### src/rtl/lsu_mem_stage.sv
// Memory-stage load/store unit: drives a req/gnt/rvalid data bus
// for execute-stage accesses, stalls while busy, flags faults.
// Ports: clk_i/rst_i; x_* execute op in; stall_o; dm_* bus;
// m_* results: raw load word, done pulses, exception pulses/address.
module lsu_mem_stage #(
  parameter int unsigned TIMEOUT_CYCLES = 255
) (
  input  logic        clk_i,
  input  logic        rst_i,
  input  logic        x_valid_i,
  input  logic        x_is_load_i,
  input  logic        x_is_store_i,
  input  logic [2:0]  x_funct3_i,
  input  logic [31:0] x_addr_i,
  input  logic [31:0] x_store_data_i,
  output logic        stall_o,
  output logic        dm_req_o,
  output logic        dm_we_o,
  output logic [31:0] dm_addr_o,
  output logic [3:0]  dm_be_o,
  output logic [31:0] dm_wdata_o,
  input  logic        dm_gnt_i,
  input  logic        dm_rvalid_i,
  input  logic [31:0] dm_rdata_i,
  output logic [31:0] m_dm_dout_o,
  output logic        m_load_done_o,
  output logic        m_store_done_o,
  output logic        m_misalign_o,
  output logic        m_access_fault_o,
  output logic [31:0] m_exc_addr_o
);

  localparam int unsigned CW = $clog2(TIMEOUT_CYCLES + 1);
  localparam logic [CW-1:0] CNT_LAST = CW'(TIMEOUT_CYCLES - 1);

  typedef enum logic [1:0] {IDLE, REQ, RESP} state_e;

  state_e        state_q, state_d;
  logic [CW-1:0] cnt_q, cnt_d;
  logic          blk_q, blk_d;
  logic          we_q, we_d;
  logic [31:0]   baddr_q, baddr_d;
  logic [3:0]    be_q, be_d;
  logic [31:0]   wdata_q, wdata_d;
  logic [31:0]   dout_q, dout_d;
  logic [31:0]   exc_q, exc_d;
  logic          ld_done_q, ld_done_d;
  logic          st_done_q, st_done_d;
  logic          mis_q, mis_d;
  logic          flt_q, flt_d;

  logic          accept;
  logic          legal;
  logic          misal;
  logic          tmo;
  logic [3:0]    be_n;
  logic [31:0]   wd_n;

  always_comb begin
    legal = 1'b0;
    if (x_is_load_i ^ x_is_store_i) begin
      case (x_funct3_i)
        3'b000, 3'b001, 3'b010: legal = 1'b1;
        3'b100, 3'b101:         legal = x_is_load_i;
        default:                legal = 1'b0;
      endcase
    end
  end

  assign misal = ((x_funct3_i[1:0] == 2'b01) & x_addr_i[0])
               | ((x_funct3_i[1:0] == 2'b10) & (|x_addr_i[1:0]));

  always_comb begin
    be_n = 4'b1111;
    wd_n = x_store_data_i;
    unique case (1'b1)
      (x_funct3_i[1:0] == 2'b00): begin
        be_n = 4'b0001 << x_addr_i[1:0];
        wd_n = {4{x_store_data_i[7:0]}};
      end
      (x_funct3_i[1:0] == 2'b01): begin
        be_n = x_addr_i[1] ? 4'b1100 : 4'b0011;
        wd_n = {2{x_store_data_i[15:0]}};
      end
      default: ;
    endcase
    if (!x_is_store_i) wd_n = '0;
  end

  // blk_q masks the first IDLE cycle after a bus access, while
  // upstream still presents the op that just completed.
  assign accept = x_valid_i & (x_is_load_i | x_is_store_i)
                & (state_q == IDLE) & ~blk_q;
  assign tmo = (state_q != IDLE) & (cnt_q == CNT_LAST);

  always_comb begin
    state_d   = state_q;
    cnt_d     = cnt_q;
    blk_d     = 1'b0;
    we_d      = we_q;
    baddr_d   = baddr_q;
    be_d      = be_q;
    wdata_d   = wdata_q;
    dout_d    = dout_q;
    exc_d     = exc_q;
    ld_done_d = 1'b0;
    st_done_d = 1'b0;
    mis_d     = 1'b0;
    flt_d     = 1'b0;
    if (tmo) begin
      state_d = IDLE;
      blk_d   = 1'b1;
      flt_d   = 1'b1;
      exc_d   = baddr_q;
    end else begin
      case (state_q)
        IDLE: begin
          if (accept) begin
            if (!legal) begin
              flt_d = 1'b1;
              exc_d = x_addr_i;
            end else if (misal) begin
              mis_d = 1'b1;
              exc_d = x_addr_i;
            end else begin
              state_d = REQ;
              cnt_d   = '0;
              we_d    = x_is_store_i;
              baddr_d = x_addr_i;
              be_d    = be_n;
              wdata_d = wd_n;
            end
          end
        end
        REQ: begin
          cnt_d = cnt_q + 1'b1;
          if (dm_gnt_i) state_d = RESP;
        end
        RESP: begin
          cnt_d = cnt_q + 1'b1;
          if (dm_rvalid_i) begin
            state_d = IDLE;
            blk_d   = 1'b1;
            if (we_q) begin
              st_done_d = 1'b1;
            end else begin
              ld_done_d = 1'b1;
              dout_d    = dm_rdata_i;
            end
          end
        end
        default: state_d = IDLE;
      endcase
    end
  end

  always_ff @(posedge clk_i) begin
    if (rst_i) begin
      state_q   <= IDLE;
      cnt_q     <= '0;
      blk_q     <= 1'b0;
      we_q      <= 1'b0;
      baddr_q   <= '0;
      be_q      <= '0;
      wdata_q   <= '0;
      dout_q    <= '0;
      exc_q     <= '0;
      ld_done_q <= 1'b0;
      st_done_q <= 1'b0;
      mis_q     <= 1'b0;
      flt_q     <= 1'b0;
    end else begin
      state_q   <= state_d;
      cnt_q     <= cnt_d;
      blk_q     <= blk_d;
      we_q      <= we_d;
      baddr_q   <= baddr_d;
      be_q      <= be_d;
      wdata_q   <= wdata_d;
      dout_q    <= dout_d;
      exc_q     <= exc_d;
      ld_done_q <= ld_done_d;
      st_done_q <= st_done_d;
      mis_q     <= mis_d;
      flt_q     <= flt_d;
    end
  end

  assign stall_o          = (state_q != IDLE);
  assign dm_req_o         = (state_q == REQ);
  assign dm_we_o          = we_q;
  assign dm_addr_o        = {baddr_q[31:2], 2'b00};
  assign dm_be_o          = be_q;
  assign dm_wdata_o       = wdata_q;
  assign m_dm_dout_o      = dout_q;
  assign m_load_done_o    = ld_done_q;
  assign m_store_done_o   = st_done_q;
  assign m_misalign_o     = mis_q;
  assign m_access_fault_o = flt_q;
  assign m_exc_addr_o     = exc_q;

endmodule

### config.mk
export PLATFORM = sky130hd
export DESIGN_NAME = lsu_mem_stage
export DESIGN_NICKNAME = d
export VERILOG_FILES = /design/src/rtl/lsu_mem_stage.sv
export SDC_FILE = /design/constraint.sdc
export NUM_CORES = 1
export LEC_CHECK = 0
export ABC_AREA = 1
export BUFFER_PORTS_ARGS = -buffer_cell sky130_fd_sc_hd__buf_4
export CORE_MARGIN = 5
export CORE_UTILIZATION = 49
export CTS_CLUSTER_SIZE = 8
export DETAILED_ROUTE_END_ITERATION = 12
export PLACE_DENSITY = 0.79
export SYNTH_ARGS = -nofsm -noshare
export SYNTH_HDL_FRONTEND = slang
export SYNTH_SLANG_ARGS = --single-unit
export TNS_END_PERCENT = 1
### constraint.sdc
create_clock -name clk_i -period 2.4 [get_ports clk_i]
set_input_delay 0 -clock clk_i [delete_from_list [all_inputs] [get_ports clk_i]]
set_output_delay 0 -clock clk_i [all_outputs]
set_load 0.1 [all_outputs]
After elaboration in Yosys (flattened, before gate mapping)

Index checks and enable logic that the tools add are counted.

Register bits: 148
Bits of input ports: 106
Output and inout port bits: 139
Logic and storage cells: 98

$add $sub $neg: 1
Eq/ne operators: 15
Shift-type cells: 1
Muxes and demuxes: 31
Bitwise gates (word level): 18
Reduce and logical (&&, ||, !) cells: 19

Operators by type and width:

| kind                                                | number |
|---|---|
| two-way mux 32 bit                                  | 6 |
| one-hot mux 32 bit (2 select lines)                 | 1 |
| two-way mux 8 bit                                   | 3 |
| one-hot mux 8 bit (2 select lines)                  | 1 |
| AND reduction 5 bit                                 | 3 |
| two-way mux 1 bit                                   | 11 |
| two-way mux 2 bit                                   | 5 |
| inverter 1 bit                                      | 9 |
| adder 8 x 1 -> 8 bit, second input constant         | 1 |
| equality test 8 bit, second input constant          | 1 |
| != test 2 bit, second input constant                | 4 |
| one-hot mux 4 bit (2 select lines)                  | 1 |
| nonzero test 2 bit                                  | 4 |
| OR reduction 2 bit                                  | 4 |
| bitwise AND 1 bit                                   | 6 |
| equality test 3 bit, second input constant          | 2 |
| one-hot mux 2 bit (3 select lines)                  | 1 |
| OR reduction 5 bit                                  | 1 |
| equality test 2 x 1 -> 1 bit, second input constant | 2 |
| equality test 2 bit, second input constant          | 2 |
| zero test 2 bit                                     | 2 |
| two-way mux 4 bit                                   | 1 |
| AND reduction 4 bit                                 | 1 |
| OR reduction 4 bit                                  | 1 |
| 11 further kinds                                    | 12 |

Logic depth before layout (Yosys ltp)

Depth after elaboration: 8
Gate-level depth with buffers: 13
Gate-level depth less buffers: 12

Worst setup path before layout

OpenSTA, ideal clock, no wires.

Kind: flip-flop to flip-flop
Start point: register state_q[0]
End point: register exc_q[10] (netlist: m_exc_addr_o[10])
Setup time: 0.132 ns
Arrival time: 1.923 ns
Data required time: 2.268 ns
Slack: 0.345 ns
Cell stages (with the launch flop): 12
Buffers on the path: 3
Clock period less this slack: 2.055 ns
Cell sequence: dfxtp_1 inv_1 ha_1 inv_2 nand2_1 nor2_1 nand2_1 buf_6 buf_6 buf_2 nand4_1 a21oi_1

Elaborated cells between the ends (all ways): 10
Classes of those cells: eq/ne (1); mux (1); bitwise (3); reduce/logical (5)

RTL lines:

| element                                                                | line | RTL |
|---|---|---|
| from (decl)                                                            | 38   | `state_e state_q, state_d;` |
| from (signal assigned)                                                 | 173  | `state_q <= state_d;` |
| nonzero test 2 bit *                                                   | n/a  |  |
| named net stall_o                                                      | 16   | `output logic stall_o,` |
| bitwise AND 1 bit *                                                    | 94   | `assign tmo = (state_q != IDLE) & (cnt_q == CNT_LAST);` |
| != test 3 x 1 -> 1 bit (no line) or nonzero test 2 bit (tied branches) | n/a  |  |
| AND reduction 3 bit (no line)                                          | n/a  |  |
| to (signal assigned)                                                   | 167  | `exc_q <= '0;` |
| to (signal assigned)                                                   | 181  | `exc_q <= exc_d;` |
| to (decl)                                                              | 46   | `logic [31:0] exc_q, exc_d;` |

The timed path passes the listed nets; every way through them passes the cells marked *.
A chain may end at the register's enable or synchronous reset.

Final worst setup path

Start point: register state_q[0]
End point: register wdata_q[6] (netlist: dm_wdata_o[6])

Cells in the longest elaborated chain, start to end: 4
Elaborated cells between the ends (all ways): 7
Classes of those cells: bitwise (4); reduce/logical (3)

RTL lines:

| element                                               | line        | RTL |
|---|---|---|
| zero test 2 bit or nonzero test 2 bit (tied branches) | 93, 116, 94 |  |
| bitwise AND 1 bit (on tied branches)                  | 93, 94      |  |
| bitwise AND 1 bit or inverter 1 bit (tied branches)   | n/a         |  |
| AND reduction 5 bit (no line) *                       | n/a         |  |
| to (signal assigned)                                  | 179         | `wdata_q <= wdata_d;` |
| to (decl)                                             | 44          | `logic [31:0] wdata_q, wdata_d;` |

Every way passes the cells marked *; elsewhere a longest branch is shown, timed or not.

==> reports/qor.csv <==
metric;value;unit
outcome;finished clean;
RSZ-0062 raised after global routing;false;
#FFs+latches synth;148;
Residual DRC;0;
Critical Path Max Stage Delay;0.58;ns
Num CTS Buffers;17;
fin nets;1329;
worst reg-to-reg path cell count;11;
area grow syn2layout;47.8;%
Synth Warn #;0;
Std-Cell Rows;43;
most frequent cell after synthesis;nand2_1;
Layout fillers;1012;
Worst Clk Skew;0.0140;ns
Sink Count;148;
CP startpoint;state_q[0];
register area share after synthesis;43.7;%
Die Width;128;microns
hold_ws;0.0242;ns
Initial Util;49.4;%
Final min period;2.24;ns
Iteration-0 DRC Markers;681;
Post-Synthesis Cells;941;
post-route ant nets;0;
Setup TNS;0;ns
first-pass GRT wire length;36300;microns
Max VDD drop;0.466;mV
cell count of the worst hold path;5;
share of cells above drive strength 1;24.7;%
final WL;22800;microns
Die Area;0.0163;sq mm
Clock transition at path regs;0.07;ns
Clock Latency Late Sink;0.43;ns
predominant post-synthesis flop cell;dfxtp_1;
CP delay by family, top;buffers and inverters;
Post-CTS Setup Bufs;0;
Vias;7483;
slowest CP cell;dlygate4sd3_1;
internal power;4.90;mW
Post-DP HPWL;14000;microns
CTS Root Cell;clkbuf_16;
final period utilization;93.3;%
WP buf/inv;5;
sw frac;31.6;%
initial antenna violation count;0;
max-slew violation count;0;
Clock Power Share;40.9;%
Critical Path RT;2.74;ns
Layout Cells excl Fill;1407;
number of distinct library cells after synthesis;25;
Lkg Pwr;4.32;nW
largest net degree at the start of global routing;101;
synth cell count leaders;nand2_1 (192), a21oi_1 (154), dfxtp_1 (148);
Final Hold Viols;0;
port buffer count;242;
Fmax;447;MHz
Crit. End Element;register;
WS Path Type;reg2reg;
Max clock buf depth;2;
logic gate share of total power;22.7;%
grt total ovfl;0;
die height;128;microns
I/O pins;245;
Worst Tran Pin Value;0.918;ns
Finish-stage setup viols;0;
routed vias/inst;5.32;
CP arrival;2.58;ns
cell area after synthesis;0.00678;sq mm
r2r setup slk;0.16;ns
GP Congestion;0.860;
top cell type's share of synthesized area;43.7;%
asr flop ratio synth;0;%
Post-synth EDFFs;0;
CORE AREA;0.0137;sq mm
Synth area leaders;dfxtp_1 (44%), a21oi_1 (11%), nand2_1 (11%);
Syn Area/Cell;7.21;sq um
placed cell area;0.00839;sq mm
Sequential Power Share;36.4;%
Net Switching;2.26;mW
Worst slew margin;38.8;%
Max Cap Violations;0;
WL/cell;16.2;microns
HP Class;in2reg;
P per Cell Area;715;mW/mm^2
Stages on worst setup path;11;
Critical R2R Launch;state_q[0];
Design Area, Final;0.0100;sq mm
H-tree depth;4;
Synth area leader;dfxtp_1;
Pre-Repair DR Iteration Count;5;
CP cell instances;inv_1 -> ha_2 -> nand2_1 -> inv_1 -> nand2_1 -> inv_2 -> nand3_4 -> inv_6 -> nand3_1 -> dlygate4sd3_1 -> a21oi_1;
GRT Resource Usage Total;27.6;%
Placed Cells;1279;
worst r2r dst;dm_wdata_o[6];
CTS tree;yes;
CP Max Fanout;19;
number of global-route vias before repair;7056;
diode count;0;
CP endpoint;dm_wdata_o[6];
Worst setup SP type;register;
[area by class of cell]
cell class	instances	area [sq um]	area share (%)
clock inverter	13	206	2.06
multi-input combinational	599	2880	28.8
timing repair buffer	351	2930	29.3
clock buffer	18	439	4.38
sequential	148	2960	29.6
tap	180	225	2.25
inverter	98	373	3.72
[layer usage]
metal / routed length [microns] / vias up / global-route usage [%]
li1: - / 3611 / -
met1: 8720 / 3411 / 32.5
met2: 11000 / 386 / 46.4
met3: 2110 / 75 / 8.28
met4: 972 / 0 / 12.6
met5: 0 / - / 0
[tightest hold or removal path, stage by stage]
cell and delay (ns):
buf_4 0.11, nor2_1 0.09, nor3_1 0.05, nand2_1 0.08, a21oi_1 0.06
[per-stage QoR]
stage / power (mW) / setup slack, ns / util (%)
final: 7.16 / 0.162 / 73.0
after global routing: 7.42 / 0.00806 / 73.0
after CTS: 7.16 / 0.0737 / 73.0
after detailed placement: 4.13 / 0.250 / 61.2
after global placement: 4.12 / 0.397 / 61.2
after floorplan: 3.76 / 0.345 / -
[placed cells by master (no fill, tap or decap), types with 7 or more instances in the layout]
cell type and n:
inv_1 93, nand2_1 191, nor2_1 40, o21ai_0 65
dfxtp_1 148, o21ai_1 39, ha_1 7, dlygate4sd3_1 97
buf_4 249, a21oi_1 154, nand4_1 34, nand3_1 32
clkbuf_16 17, nor3_1 15
[cells by family (layout without fill, tap and decap cells)]
group / count (synthesis) / after routing / synth area share (%)
and+or+nand+nor: 325 / 325 / 21.0
AOI/OAI and AO/OA: 264 / 264 / 19.7
buffers and inverters: 195 / 480 / 14.1
DFF: 148 / 148 / 43.7
adders and majority gates: 8 / 8 / 1.48
other: 1 / 2 / 0.0553
[power by group through the flow]
stage / Combinational, mW / Sequential, mW / Clock [mW]
after floorplan: 0.656 / 3.10 / 0
after global routing: 1.72 / 2.62 / 3.08
after global placement: 1.46 / 2.66 / 0
after CTS: 1.61 / 2.61 / 2.94
final: 1.63 / 2.61 / 2.93
after detailed placement: 1.47 / 2.66 / 0
[sequential cells by signal, summed over array words and instances, names as in the netlist, 2 cells and up]
signal,flops
dm_wdata_o,32
dm_be_o,4
state_q,2
m_exc_addr_o,32
baddr_q,32
m_dm_dout_o,32
cnt_q,8
[worst min path at each step]
stage          slack, ns          startpoint             end
4_1_cts            0.003  x_store_data_i[10]  dm_wdata_o[10]
3_3_place_gp        0.28         x_addr_i[7]      baddr_q[7]
2_1_floorplan       0.14         x_addr_i[1]      baddr_q[1]
5_1_grt             0.02  x_store_data_i[31]  dm_wdata_o[31]
6_report            0.02  x_store_data_i[12]  dm_wdata_o[12]
3_5_place_dp        0.28         x_addr_i[7]      baddr_q[7]
[what timing repair did]
| action | CTS | global route |
|---|---|---|
| resized for setup | 0 | 5 |
| hold buffers | 97 | 0 |
| endpoints found under the setup margin | 0 | 4 |
| hold endpoints to repair | 129 | 0 |
No activity file was read; power rests on OpenSTA's default activity.
